File: src/rtl/ins_buf.sv
// ins_buf -- in-order instruction buffer between fetch and decode.
//
// A DEPTH-entry FIFO with a write pointer, a read pointer and an occupancy
// counter. The head entry is presented on out_ins while the buffer holds at
// least one word. Otherwise out_ins carries the NOP encoding. A flush discards
// every stored entry, for example on a branch or exception redirect.
//
// Ports
//   clk        in   clock, all state updates on the rising edge
//   rst_n      in   asynchronous active-low reset (pointers and count only)
//   in_valid   in   producer offers in_ins this cycle
//   in_ins     in   [WIDTH] instruction word from fetch
//   in_ready   out  buffer accepts a word this cycle (not full)
//   out_valid  out  out_ins holds a valid head entry (not empty)
//   out_ins    out  [WIDTH] oldest entry, or NOP when empty
//   out_ready  in   consumer takes the head this cycle
//   flush      in   drop all entries; wins over push and pop
//   count      out  [$clog2(DEPTH)+1] number of valid entries, 0..DEPTH
module ins_buf #(
  parameter int unsigned       WIDTH = 32,
  parameter int unsigned       DEPTH = 4,
  parameter logic [WIDTH-1:0]  NOP   = 32'h00000013
) (
  input  logic                       clk,
  input  logic                       rst_n,
  input  logic                       in_valid,
  input  logic [WIDTH-1:0]           in_ins,
  output logic                       in_ready,
  output logic                       out_valid,
  output logic [WIDTH-1:0]           out_ins,
  input  logic                       out_ready,
  input  logic                       flush,
  output logic [$clog2(DEPTH):0]     count
);

  localparam int unsigned AW = $clog2(DEPTH);
  localparam int unsigned CW = AW + 1;
  localparam logic [CW-1:0] FULL = CW'(DEPTH);

  logic [WIDTH-1:0] mem_q [DEPTH];
  logic [AW-1:0]    wr_ptr_q, wr_ptr_d;
  logic [AW-1:0]    rd_ptr_q, rd_ptr_d;
  logic [CW-1:0]    count_q,  count_d;
  logic             push, pop;

  // Handshake signals come from registered state only. A pop on a full
  // buffer does not open a slot until the next cycle.
  assign in_ready  = (count_q != FULL);
  assign out_valid = (count_q != '0);
  assign count     = count_q;

  assign push = in_valid  && in_ready  && !flush;
  assign pop  = out_valid && out_ready && !flush;

  // No write-to-read bypass: a word pushed into an empty buffer shows up
  // one cycle after acceptance.
  assign out_ins = out_valid ? mem_q[rd_ptr_q] : NOP;

  always_comb begin
    wr_ptr_d = wr_ptr_q;
    rd_ptr_d = rd_ptr_q;
    count_d  = count_q;
    if (flush) begin
      wr_ptr_d = '0;
      rd_ptr_d = '0;
      count_d  = '0;
    end else begin
      // DEPTH is a power of two, so pointers wrap DEPTH-1 -> 0 by overflow.
      if (push) wr_ptr_d = wr_ptr_q + AW'(1);
      if (pop)  rd_ptr_d = rd_ptr_q + AW'(1);
      unique case ({push, pop})
        2'b10:   count_d = count_q + CW'(1);
        2'b01:   count_d = count_q - CW'(1);
        default: count_d = count_q;
      endcase
    end
  end

  always_ff @(posedge clk or negedge rst_n) begin
    if (!rst_n) begin
      wr_ptr_q <= '0;
      rd_ptr_q <= '0;
      count_q  <= '0;
    end else begin
      wr_ptr_q <= wr_ptr_d;
      rd_ptr_q <= rd_ptr_d;
      count_q  <= count_d;
    end
  end

  // Storage is never cleared. Writes are also gated by rst_n so that no
  // push lands on an edge where reset is held.
  always_ff @(posedge clk) begin
    if (push && rst_n) mem_q[wr_ptr_q] <= in_ins;
  end

endmodule

File: config.mk
export PLATFORM = sky130hd
export DESIGN_NAME = ins_buf
export DESIGN_NICKNAME = d
export VERILOG_FILES = /design/src/rtl/ins_buf.sv
export SDC_FILE = /design/constraint.sdc
export NUM_CORES = 1
export LEC_CHECK = 0
export ABC_AREA = 1
export CAP_MARGIN = 20
export CORE_MARGIN = 10
export CORE_UTILIZATION = 60
export CTS_CLUSTER_SIZE = 8
export DETAILED_ROUTE_END_ITERATION = 10
export DONT_BUFFER_PORTS = 1
export PLACE_DENSITY = 0.76
export SLEW_MARGIN = 25
export SYNTH_ARGS = -nofsm -noshare
export SYNTH_HDL_FRONTEND = slang
export SYNTH_SLANG_ARGS = --single-unit
File: constraint.sdc
create_clock -name clk -period 3.3 [get_ports clk]
set_input_delay 0.66 -clock clk [delete_from_list [all_inputs] [get_ports clk]]
set_output_delay 0.66 -clock clk [all_outputs]
set_load 0.02 [all_outputs]
==> run summary, run 1 <==
The flow ran to the end, and the final reports show no timing, DRC or antenna violations. The clock latency on the worst-skew pair was 0.52 ns. Maximum VDD drop: 0.691 mV. The slowest stage of the critical path is the o311ai_1 cell.

Setup repair after global routing left no endpoint under its margin. The delay contributed by the slowest stage of the critical path works out to 0.68 ns. After layout, the minimum clock period comes to 3.10 ns. The logs give 17 for the TritonCTS buffer count and 8760 µm² for the area of the core. The most used flip-flop cell after synthesis is edfxtp_1. Before antenna repair, the detailed router went through 5 iterations. For this design the static power due to leakage is 2.28 nW. STA classifies the critical path endpoint as an output pin.

Total power consumption of the routed design: 5.49 mW. In this run the mean area of a mapped cell was 12.4 µm². Power spread over the standard cell area amounts to 862 nW/µm². The aggregate global-route resource usage is 18.0%.

Startpoint type of the worst setup path: a flip-flop. Synthesis instantiated 24 different standard cells from the library. Of all nets on the critical path, the largest fanout is 44. The area enclosed by the die boundary was 13,300 µm²; the number of standard cells in the final layout excluding fillers was 596. Compared with the post-synthesis result, the final layout area differs by 16.9%.

The final non-filler cell area came out at 6360 µm². For this block, the routed nets add up to 11.6 mm of wire. Of all cell types, the one taking the most synthesized area is edfxtp_1. Fill cells in the final layout number 554. The data arrival at the endpoint of the critical path was 2.44 ns; the routability-driven placement congestion ratio was 0.797.

After synthesis, flip-flops and latches occupy 73.8% of the total area. For the number of nets in the finished design, the log shows 517. For the site row count, the log shows 34.

The net count after synthesis is 481, and the maximum number of pins on one net before global-route repair is 45. The number of top-level pins came out at 74. The sum of buffers and inverters on the critical path came out at 1. Buffers added to address setup during post-CTS repair amount to 0. In the routed layout, each cell is associated on average with a via count of 5.73. The tools report the number of antenna violations at the first check in global routing as 0.

Clock root buffer: clkbuf_8. Of the available clock period, the critical path in the final layout requires 94.0%. In this run the vertical extent of the chip is 115 µm. Across all layers, the routed design uses 3,418 vias.

The run gives 0 ns as the setup TNS. Cells fill 72.6% of the core in the end. Synthesis inferred 135 register bits.

In this run the number of H-tree levels came out at 4. Category of cells accounting for the largest share of critical-path delay: compound AO/OA/AOI/OAI gates. By instance count, the leading cell after synthesis is nor2_1.

Synthesis handed over a netlist of 439 instances. Counting instances in the post-synthesis netlist gives the leading cell types as 133 x nor2_1, 128 x edfxtp_1, 39 x o21ai_0, 32 x a21oi_1, 26 x o21ai_1. Detailed placement ended at an HPWL of 6.87 mm. Once placement completed, the tool counted placed cells totaling 563. The number of buffer cells added on primary ports is 0, and the die span in x is 115 µm.

Headroom to the max-slew limit came out at 48.8%. Hold is met by 0.234 ns. Yosys mapped a number of flops with a built-in enable equal to 128. The logs give 135 for the CTS sink count and 0 for the max-cap check violation count.

Yosys attributes the largest share of cell area to edfxtp_1 71%, nor2_1 9.2%, o21ai_0 3.6%. Across the whole layout, storage elements account for 4020 µm². For this run, the top clock speed supported by timing is 0.322 GHz. The total placed instance area is 5760 µm², and the max-slew violation total from the final report is 0. The tools report the count of final setup violators as 0. TritonCTS built the clock tree. The global-route wire length before repair was 18.2 mm; the area of the mapped netlist was 5440 µm². Fraction of registers with async set/reset: 5.19%.

The post-CTS clock slew at the launch and capture registers of the worst setup and hold paths was 0.07 ns. The worst setup path is of the reg2out kind. Share of final-layout standard cells stronger than drive strength 1: 18.2%. STA puts the critical path data required time at 2.64 ns.

The initial utilization of the core area, before any placement, comes to 62.1%. The signal on the critical path passes through buf_4 -> nor2_1 -> o311ai_1. For the pin with the worst max-slew slack, the measured transition is 0.755 ns.

For the final setup skew, the log shows 0.00723 ns. After global routing the overflow that remains totals 0. The worst hold path belongs to the class in2reg. Pre-CTS worst setup slack: 0.718 ns. The slack of the critical path was 0.199 ns.

The tools report the final-report hold violation count as 0. The final routed wire length divided by cell count is 19.5 µm, and the count of unresolved DRC violations after routing is 0. In this run the remaining antenna-violating nets after routing total 0. The fraction of post-synthesis cell area in the top cell type by area works out to 70.6%.

No sink is reached through more buffers than the 2 on the longest clock path. The count of yosys warnings during synthesis is 0, and the number of inserted diodes is 0. The tools report the via count of the first global-routing pass as 3,600. For this block, the initial DRC count from the detailed router was 273. Area used by multi-input combinational logic: 1250 µm².
==> registers in the layout (all words and copies together), names as in the netlist <==
register and count:
mem_q 128, rd_ptr_q 2, count 3, wr_ptr_q 2
==> cells in the final DEF (no fill, tap or decap) <==
cell           count
buf_4             40
clkinvlp_4         1
a21boi_2           1
dfrtp_2            1
o311ai_0           2
inv_1              8
nand3_1            2
edfxtp_1         128
clkbuf_8           1
inv_2              5
a21oi_1           32
dlygate4sd3_1      1
inv_8              3
ha_1               4
dfrtp_1            6
nand2_2            4
o21ai_1           26
clkinv_4           2
xnor2_1            1
nor2_4             5
o21ai_0           39
fa_1               1
bufinv_16          2
nor2_2             1
clkbuf_16         16
nor2_1           129
nand2_1           19
inv_6              7
o311ai_1           1
==> cells by family (layout without fill, tap and decap cells) <==
kind of cell / after synthesis / count (layout) / share of synthesized area [%]
flip-flops: 135 / 135 / 73.8
XOR/XNOR: 1 / 1 / 0.161
buffers and inverters: 37 / 86 / 3.68
AO/OA/AOI/OAI: 101 / 101 / 9.61
adder cells (fa/ha/maj): 5 / 5 / 1.29
AND/OR/NAND/NOR: 160 / 160 / 11.4
==> worst register-to-register path, delay by kind of cell (launching register included) <==
kind / cells / cell delay [ns]
buf+inv: 1 / 0.43
flops: 1 / 0.57
simple gates: 6 / 0.93
==> per-layer routing <==
layer | global-route usage, % | share of wire, % | vias to the layer above
met5 | 0 | 0 | -
met4 | 8.17 | 2.1 | 0
met3 | 7.60 | 10 | 26
met2 | 30.2 | 50 | 149
met1 | 19.4 | 37 | 1631
li1 | - | - | 1612
==> timing repair <==
item / CTS / global route
hold buffers: 1 / 0
resized for setup: 0 / 0
endpoints found under the hold margin: 7 / 0
==> final cells by class <==
class	count	area share, %
multi-input cells	267	19.7
well taps	108	2.12
flip-flops and latches	135	63.2
clock buffers	17	6.51
repair buffers	41	4.88
inverters	13	0.767
clock inverters	15	2.83
==> power breakdown <==
part	total, mW	internal (mW)	switching, mW	leakage [nW]
clock network	1.88	1.11	0.770	0.291
registers	2.05	1.95	0.0954	1.25
logic	1.56	0.525	1.04	0.745
==> path summary, 6_finish.rpt <==
kind / end / from / depth (start not counted) / slack, ns
max: out_ins[4] / rd_ptr_q[0] / 3 / 0.20
min in group asynchronous: count[0] / rst_n / 1 / 0.49
max reg2reg: mem_q[2][26] / count[1] / 7 / 0.97
max in group asynchronous: rd_ptr_q[0] / rst_n / 1 / 2.52
min: mem_q[1][6] / in_ins[6] / 0 / 0.23
min reg2reg: wr_ptr_q[1] / wr_ptr_q[1] / 2 / 0.69
Note: power is estimated with default switching activity, not from simulation.
==> run 2, diff against run 1 <==
- CTS_BUF_LIST: unset -> sky130_fd_sc_hd__clkbuf_4
==> run 2 against run 1 <==
  * Cell area decreased by 4.3%
  * Power decreased by 13%
  * Critical path depth increased by 3
  * Largest power group unchanged
==> run summary, run 2 (synthesized netlist as in run 1, its figures left out) <==
The tools report the post-detailed-placement half-perimeter wirelength as 6.87 mm. For met1 alone, demand over resource in global routing was 19.2%. The tools report the worst hold slack as 0.228 ns. The run finished with clean final reports. Starting utilization of the core area: 62.1%.

The measured slew at the worst slew-check pin is 0.677 ns. Dividing the detail-routed wire length by the instance count gives 19.2 µm. The tools report the wire length after detailed routing as 11.4 mm. The clock net in this run drives a total of 135 sinks. Data arrives at the worst endpoint at 2.41 ns. The floorplan step set the die height to 115 µm.

In this run the power density over the cells is 781 nW/µm². Across the run, the number of max-cap violations was 0. The post-route fraction of the period consumed by the critical path came out at 93.1%.

The tools report the endpoint class of the critical path as an output pin. Class of the most critical setup path: reg2out. The maximum VDD drop is 0.635 mV, and the number of antenna violations at the first check in global routing is 0. The post-CTS clock slew at the launch and capture registers of the worst setup and hold paths is 0.13 ns, and the maximum number of pins on one net before global-route repair is 45. At the worst endpoint, the required time is 2.64 ns. The analysis attributes to cell leakage a power of 2.16 nW. Counting flops per register, the top entry is mem_q. The tools report the achievable frequency as 0.326 GHz. The min-delay analysis places its worst path in the category in2reg. For the tightest slew margin relative to the limit, the log shows 54.8%. Cells with a size suffix above 1 make up 18.4% of the layout.

The logs give 0 for the remaining global-route overflow and 34 for the site row count. The post-detailed-route via-to-cell ratio is 5.69. The largest fanout on the critical path came out at 44. The logs give 0 for the number of buffers inserted by post-CTS setup repair and 0.0111 ns for the final setup skew. Across every metal layer, demand over resource in global routing totals 17.9%.

The number of top-level pins is 74, and the buffer depth of the longest clock path is 2. The worst path in the final design needs a cycle of 3.07 ns, including I/O delays and setup. The number of flip-flops under the largest register name was 128. Once detail routing completed, the nets flagged for antenna violations numbered 0. The commonest non-fill, non-tap cell in the layout is nor2_1. The number of clock buffers added by TritonCTS is 17. The library cells used most frequently in the layout, excluding fill and tap cells, are 129 x nor2_1, 128 x edfxtp_1, 40 x buf_4. Global routing consumed, on the met3 layer, 8.02% of the routing resources. The met2 layer usage reported by global route came out at 30.7%.

The most used routing layer was met2. The first global-routing pass estimated 18.2 mm of wire. TritonCTS built the clock tree.

The number of antenna diodes in the final layout is 0. The number of buffer cells added on primary ports came out at 0. The logs give 0.797 for the routability-driven placement congestion ratio and 3,393 for the vias after detailed routing.

The number of nets in the finished design is 517. Setup repair after global routing left no endpoint under its margin. The area growth from synthesis to layout is 11.8%. Violation count after the first detailed-route iteration: 268.

The run gives 0 ns as the setup TNS. Count of unresolved DRC violations after routing: 0. The core region is 8760 µm². The tools report the final-report hold violation count as 0. The tools report the clock latency on the worst-skew pair as 0.51 ns. The tools report the max-slew violation total from the final report as 0. The via count of the first global-routing pass was 3,587. Counting the fill cells in the layout gives 596.

The run gives 4 as the number of H-tree branching levels. The worst setup path is launched from a flip-flop. The die covers 13,300 µm². The die is 115 µm wide. The count of final setup violators came out at 0. Number of detailed-routing iterations run before antenna repair: 4.

Clock root buffer: clkbuf_4.
## run 2: cell count changes in the layout (fill, tap and decap cells not counted)
cell and delta:
inv_2 -1, clkbuf_8 -1, o311ai_2 +1, inv_4 +1, o311ai_1 -1, clkbuf_4 +17
clkbuf_16 -16
## run 2: final timing paths
check                             from            to  slack, ns  cells after the start
hold reg to reg            wr_ptr_q[1]   wr_ptr_q[1]       0.69                      2
setup reg to reg              count[1]  mem_q[1][26]       0.95                      7
max in group asynchronous        rst_n   rd_ptr_q[0]       2.55                      1
setup / recovery           rd_ptr_q[0]   out_ins[11]       0.23                      6
min in group asynchronous        rst_n      count[1]       0.47                      1
hold / removal              in_ins[13]  mem_q[2][13]       0.23                      0
## run 2: timing repair
action / in CTS / in global routing
endpoints found under the hold margin: 7 / 0
setup endpoints to repair: 0 / 3
hold buffers: 1 / 0
resized for setup: 0 / 3
## run 2: where the power goes
group | internal, mW | switching (mW) | leakage (nW)
Clock | 0.484 | 0.668 | 0.165
Sequential | 1.95 | 0.0951 | 1.25
Combinational | 0.529 | 1.03 | 0.747
Total | 2.96 | 1.80 | 2.16
## run 2: worst max-delay path, cell delays in order, from the launching register on
cell and delay (ns):
dfrtp_2 0.66, buf_4 0.48, nor2_1 0.09, nor2_1 0.10, o21ai_0 0.09, a21oi_1 0.25
buf_4 0.19
## run 2: area by class of cell
cell class	instances	area [µm²]	share of cell area, %
clock buffer	17	128	2.10
clock inverter	15	180	2.96
inverter	13	51.3	0.843
multi-input combinational	267	1260	20.7
sequential	135	4020	66.0
tap	108	135	2.22
timing repair buffer	41	310	5.10
## run 2: per-stage QoR
| stage | cell area (µm²) | setup WS (ns) | power (mW) | instances | util [%] |
|---|---|---|---|---|---|
| finish | 6090 | 0.229 | 4.76 | 596 | 69.5 |
| global route | 6090 | 0.00602 | 5.03 | 596 | 69.5 |
| CTS | 6080 | 0.125 | 4.80 | 596 | 69.3 |
| detailed placement | 5760 | 0.718 | 3.65 | 563 | 65.7 |
| global placement | 5760 | 0.772 | 3.61 | 563 | 65.7 |
| floorplan | 5440 | 0.419 | 3.12 | 439 | - |
## run 2: routing by layer
metal,vias up,share of wire (%)
li1,1614,-
met1,1640,35
met2,137,54
met3,2,11
met4,0,0.31
met5,-,0
